**src/rtl/alu_arbiter.sv**
```systemverilog
// Two-port arbiter in front of a shared combinational ALU core.
// One operation is in flight at a time: IDLE (grant/accept) -> EXEC (drive
// the core, capture its result) -> RESP (hold the result for the owner).
module alu_arbiter #(
    parameter bit FIXED_PRIO = 1'b0
) (
    input  logic        clk,
    input  logic        rst_n,

    input  logic        req0_valid,
    output logic        req0_ready,
    input  logic [4:0]  req0_sel,
    input  logic [31:0] req0_a,
    input  logic [31:0] req0_b,

    input  logic        req1_valid,
    output logic        req1_ready,
    input  logic [4:0]  req1_sel,
    input  logic [31:0] req1_a,
    input  logic [31:0] req1_b,

    output logic        resp0_valid,
    input  logic        resp0_ready,
    output logic [31:0] resp0_result,

    output logic        resp1_valid,
    input  logic        resp1_ready,
    output logic [31:0] resp1_result,

    output logic [4:0]  alu_sel,
    output logic [31:0] alu_a,
    output logic [31:0] alu_b,
    input  logic [31:0] alu_result,

    output logic        busy
);

    typedef enum logic [1:0] {
        IDLE = 2'd0,
        EXEC = 2'd1,
        RESP = 2'd2
    } state_t;

    localparam logic [4:0] SEL_NOP = 5'h0F;

    state_t      state_q, state_d;
    logic        last_grant_q, last_grant_d;
    logic        owner_q, owner_d;
    logic [4:0]  sel_q, sel_d;
    logic [31:0] a_q, a_d;
    logic [31:0] b_q, b_d;
    logic [31:0] res_q, res_d;

    logic        gnt_vld;
    logic        gnt_id;

    // Grant decision, purely from the current request valids and last winner
    always_comb begin
        gnt_vld = req0_valid | req1_valid;
        gnt_id  = 1'b0;
        if (req0_valid && req1_valid) begin
            gnt_id = FIXED_PRIO ? 1'b0 : ~last_grant_q;
        end else begin
            gnt_id = ~req0_valid;
        end
    end

    // Next-state and output decode; ready is only offered to the granted
    // port while IDLE, so a granted port with valid high is an accept
    always_comb begin
        state_d      = state_q;
        last_grant_d = last_grant_q;
        owner_d      = owner_q;
        sel_d        = sel_q;
        a_d          = a_q;
        b_d          = b_q;
        res_d        = res_q;
        req0_ready   = 1'b0;
        req1_ready   = 1'b0;
        resp0_valid  = 1'b0;
        resp1_valid  = 1'b0;
        resp0_result = 32'h0;
        resp1_result = 32'h0;
        alu_sel      = SEL_NOP;
        alu_a        = 32'h0;
        alu_b        = 32'h0;
        busy         = (state_q != IDLE);

        case (state_q)
            IDLE: begin
                req0_ready = gnt_vld & ~gnt_id;
                req1_ready = gnt_vld &  gnt_id;
                if (gnt_vld) begin
                    state_d      = EXEC;
                    owner_d      = gnt_id;
                    last_grant_d = gnt_id;
                    sel_d        = gnt_id ? req1_sel : req0_sel;
                    a_d          = gnt_id ? req1_a   : req0_a;
                    b_d          = gnt_id ? req1_b   : req0_b;
                end
            end
            EXEC: begin
                alu_sel = sel_q;
                alu_a   = a_q;
                alu_b   = b_q;
                res_d   = alu_result;
                state_d = RESP;
            end
            RESP: begin
                // The other port's resp ready plays no part here
                if (owner_q) begin
                    resp1_valid  = 1'b1;
                    resp1_result = res_q;
                    if (resp1_ready) state_d = IDLE;
                end else begin
                    resp0_valid  = 1'b1;
                    resp0_result = res_q;
                    if (resp0_ready) state_d = IDLE;
                end
            end
            default: begin
                state_d = IDLE;
            end
        endcase
    end

    // State and datapath registers; reset drops any in-flight operation
    // and makes port 0 the winner of the first tie
    always_ff @(posedge clk or negedge rst_n) begin
        if (!rst_n) begin
            state_q      <= IDLE;
            last_grant_q <= 1'b1;
            owner_q      <= 1'b0;
            sel_q        <= 5'h0;
            a_q          <= 32'h0;
            b_q          <= 32'h0;
            res_q        <= 32'h0;
        end else begin
            state_q      <= state_d;
            last_grant_q <= last_grant_d;
            owner_q      <= owner_d;
            sel_q        <= sel_d;
            a_q          <= a_d;
            b_q          <= b_d;
            res_q        <= res_d;
        end
    end

endmodule

```
**config.mk**
```make
export PLATFORM = sky130hd
export DESIGN_NAME = alu_arbiter
export DESIGN_NICKNAME = d
export VERILOG_FILES = /design/src/rtl/alu_arbiter.sv
export SDC_FILE = /design/constraint.sdc
export NUM_CORES = 1
export LEC_CHECK = 0
export CORE_UTILIZATION = 45
export DETAILED_ROUTE_END_ITERATION = 8
export GPL_ROUTABILITY_DRIVEN = 0
export PLACE_DENSITY = 0.87
export REMOVE_ABC_BUFFERS = 1
export SYNTH_ARGS = -nofsm -noshare
export SYNTH_HDL_FRONTEND = slang
export SYNTH_SLANG_ARGS = --single-unit
```
**constraint.sdc**
```tcl
create_clock -name clk -period 5.3 [get_ports clk]
set_input_delay 1.325 -clock clk [delete_from_list [all_inputs] [get_ports clk]]
set_output_delay 1.325 -clock clk [all_outputs]
set_load 0.02 [all_outputs]
```
### Yosys cells after proc, flatten, opt, wreduce, memory -nomap -nowiden

Cells that the tools add are included.

* register bits: 105
* input port bits: 176
* output and inout port bits: 138

* equality and inequality tests: 5
* multiplexer cells: 22
* bitwise gates (word level): 6
* reduce and logical (&&, ||, !) cells: 5

Operator list (count)
* 32-bit two-way mux: 8
* 5-bit two-way mux: 2
* 2-bit two-way mux: 4
* 1-bit two-way mux: 7
* 3-bit inequality test, second input constant: 2
* 2-bit case mux with 3 select lines: 1
* 1-bit inverter: 3
* 3-bit AND reduction: 1
* 1-bit AND: 2
* 2-bit by 1-bit equality test with 1-bit output, second input constant: 1
* 2-bit equality test, second input constant: 1
* 2-bit zero test: 1
* 2-bit inequality test, second input constant: 1
* 2-bit AND reduction: 1
* 2-bit nonzero test: 1
* 1-bit logical AND: 1
* 1-bit OR: 1

### Longest topological paths before layout

* depth in word-level cells: 5
* mapped depth: 7
* mapped depth without buffers: 3

### Worst setup path before layout

Ideal clock, no wire load.

* path type: input -> output
* from: input req0_valid
* to: output req1_ready
* arrival time: 2.305 ns
* data required time: 3.975 ns
* path slack: 1.670 ns
* stages on the path: 6
* cells stage by stage: buf_6 or2_1 buf_6 and2_4 buf_6 and2_1

* longest elaborated chain between the ends: 4
* elaborated cells between the ends (all ways): 6
* those cells by class: mux: 2; bitwise: 3; reduce/logical: 1

Ends and longest elaborated chain
* start: declaration: RTL line 10 `input logic req0_valid,`
* 1-bit logical AND / 1-bit inverter (equally long branches): RTL line 61, 64
* 1-bit two-way mux: RTL line 61 `if (req0_valid && req1_valid) begin`
* 1-bit AND (*): RTL line 92 `req1_ready = gnt_vld & gnt_id;`
* 1-bit two-way mux (*): RTL line 89 `case (state_q)`
* end: declaration: RTL line 17 `output logic req1_ready,`

Mark *: on every way between the ends. The rest lies on a longest branch, timed or not.

### Worst setup path in the final report

* from: input req1_valid
* to: output req1_ready

* longest elaborated chain between the ends: 4
* elaborated cells between the ends (all ways): 5
* those cells by class: mux: 2; bitwise: 2; reduce/logical: 1

Ends and longest elaborated chain
* start: declaration: RTL line 16 `input logic req1_valid,`
* 1-bit logical AND: RTL line 61
* 1-bit two-way mux: RTL line 61
* 1-bit AND (*): RTL line 92
* 1-bit two-way mux (*): RTL line 89

Marked as above.

==> results.json <==
{
  "status": "completed",
  "area_delta_synth_final_pct": 51.1,
  "cp.arrival_ps": 2990,
  "cp.required_ps": 3970,
  "synth_ff_type": "dfrtp_1",
  "netlist.area_leader.share_pct": 39.4,
  "crit_chain": "clkdlybuf4s50_1 -> or2_2 -> and2_4 -> and2_1 -> clkdlybuf4s50_1",
  "place_area_um2": 9670,
  "slew_headroom_pct": 20.6,
  "wl_um": 21300,
  "rsz0062_at_grt": "no",
  "min_period_ps": 4310,
  "start_util_pct": 46.9,
  "grt_max_degree": 72,
  "n_antenna_cell": 0,
  "path_clk_slew_ps": 70,
  "cpPeakStageDelay_ps": 570,
  "cts_tree": "built",
  "post-route-period-util_pct": 81.4,
  "nets": 1075,
  "yosys_register_bits": 105,
  "synth.avg_cell_area_um2": 10.4,
  "clockBufferDepth": 2,
  "startpoint_type": "input pin",
  "clock_skew_ps": 7.36,
  "synth_area_leaders": "dfrtp_1, a31oi_4, and2_1, mux2_1, a21oi_1",
  "yosysMostFrequentCell": "and2_1",
  "finalInstanceArea_um2": 9990,
  "cts_sinks": 105,
  "grt_antenna_before_repair": 0,
  "track_usage_pct": 28.7,
  "remaining_drc_errors": 0,
  "die_width_um": 123,
  "hold_class": "flip-flop to flip-flop",
  "worst_path_most_repeated_cell": "clkdlybuf4s50_1",
  "htree_num_levels": 3,
  "criticalPathCategory": "input pin to primary output",
  "drive_gt1_share_pct": 10.7,
  "drt-pass1-iter-count": 5,
  "yosys.area.top_type": "dfrtp_1",
  "die_h_um": 123,
  "die-area_um2": 15200,
  "clk_latency_ps": 350,
  "tightestPinTransition_ps": 1190,
  "portBuffers": 313,
  "post-route-util_pct": 70.9,
  "hold_buffers": 0,
  "irDropWorstVdd_mv": 0.273,
  "drv_cap": 0,
  "final_hold_viol_count": 0,
  "critPathBufInv": 2,
  "rows": 43,
  "vias_per_cell": 5.53,
  "core_area_um2": 14100,
  "power_density_nw_per_um2": 528,
  "wl_per_cell_um": 19.7,
  "crit_fanout": 4,
  "ys_top_cells_by_count": "and2_1, dfrtp_1, a21oi_1",
  "grt_pass1_vias": 6043,
  "dp_hpwl_um": 14700,
  "vias": 5996,
  "final_antenna_net_count": 0,
  "cts_resized": 0,
  "setup_viol": 0,
  "fmax_ghz": 0.232,
  "crit_family": "buffers and inverters",
  "syn_inst": 636,
  "slowest_stage": "clkdlybuf4s50_1",
  "post_cts.repair.setup_buffers": 0,
  "pin_count": 314,
  "clockRootBuffer": "clkbuf_16",
  "end_kind": "primary output",
  "synth_edf_count": 0,
  "synth_area_um2": 6610,
  "yosysWarnings": 0,
  "synth_cell_types": 27,
  "ys_seq_area_share_pct": 39.8,
  "cts_made_buffers": 9,
  "grt_overflow": 0,
  "grt_pass1_wl_um": 33000,
  "leakage_nw": 3.62,
  "async_flop_share_pct": 100,
  "drt_iter0_drc": 333,
  "final_max_slew_viol_count": 0
}
cell families (layout without fill, tap and decap cells):
group	Yosys count	after routing	share of synthesized area (%)
buf+inv	73	341	6.09
compound gates	211	211	29.7
mux	33	33	5.62
simple gates	214	214	18.8
flops	105	105	39.8
power by group:
| group | switching, W | leakage (nW) | internal [W] | total [W] |
|---|---|---|---|---|
| Combinational | 0.00167 | 2.27 | 0.00144 | 0.00310 |
| Clock | 0.000302 | 0.153 | 0.000416 | 0.000718 |
| Sequential | 0.000234 | 1.19 | 0.00122 | 0.00145 |
cells in the final DEF, fill, tap and decap left out, types with 5 or more instances in the layout:
| cell | n |
|---|---|
| a31oi_1 | 10 |
| a31oi_4 | 50 |
| nand3_1 | 69 |
| dfrtp_1 | 104 |
| a31oi_2 | 10 |
| clkdlybuf4s50_1 | 311 |
| mux2_1 | 32 |
| and2_1 | 130 |
| clkbuf_16 | 9 |
| nand2b_1 | 5 |
| buf_4 | 9 |
| a21oi_1 | 70 |
| o21ai_0 | 69 |
path summary, 6_finish.rpt:
| check | from | endpoint | slack (ps) | depth (start not counted) |
|---|---|---|---|---|
| setup reg to reg | state_q[1] | b_q[21] | 2260 | 5 |
| max in group asynchronous | rst_n | last_grant_q | 3130 | 2 |
| hold / removal | res_q[23] | res_q[23] | 500 | 1 |
| hold reg to reg | res_q[23] | res_q[23] | 500 | 1 |
| setup / recovery | req1_valid | req1_ready | 990 | 5 |
| min in group asynchronous | rst_n | a_q[17] | 1100 | 1 |
metal layers:
metal	share of wire (%)	GRT usage (%)	routed length (um)
met3	9.0	9.55	1910
met5	0	0	0
met1	37	33.1	7990
met4	3.4	10.2	726
met2	50	49.4	10700
per-stage QoR:
step / cells / hold slack [ps] / setup TNS, ps / worst slack (ps) / power, W
CTS: 1084 / 501 / 0 / 985 / 0.00532
floorplan: 566 / 464 / -369 / -142 / 0.00334
global route: 1084 / 524 / 0 / 946 / 0.00561
finish: 1084 / 497 / 0 / 988 / 0.00528
detailed placement: 1068 / 484 / 0 / 987 / 0.00459
global placement: 1068 / 476 / 0 / 1020 / 0.00450
registers in the layout, summed over array words and instances, names as in the netlist:
name,count
state_q,2
sel_q,5
owner_q,1
last_grant_q,1
res_q,32
b_q,32
a_q,32
final cells by class:
| type | instances | area [um^2] |
|---|---|---|
| well taps | 180 | 225 |
| clock buffers | 10 | 229 |
| repair buffers | 322 | 3210 |
| flip-flops and latches | 105 | 2630 |
| multi-input cells | 458 | 3600 |
| fillers | 1057 | 4110 |
| clock inverters | 6 | 90.1 |
| inverters | 3 | 11.3 |
worst reg2reg max path, stage by stage (launching register included):
cell and delay (ps):
dfrtp_1 450, nor2_4 470, and2_4 250, buf_4 550
buf_4 910, a31oi_2 240
No activity file was read; power rests on OpenSTA's default activity.
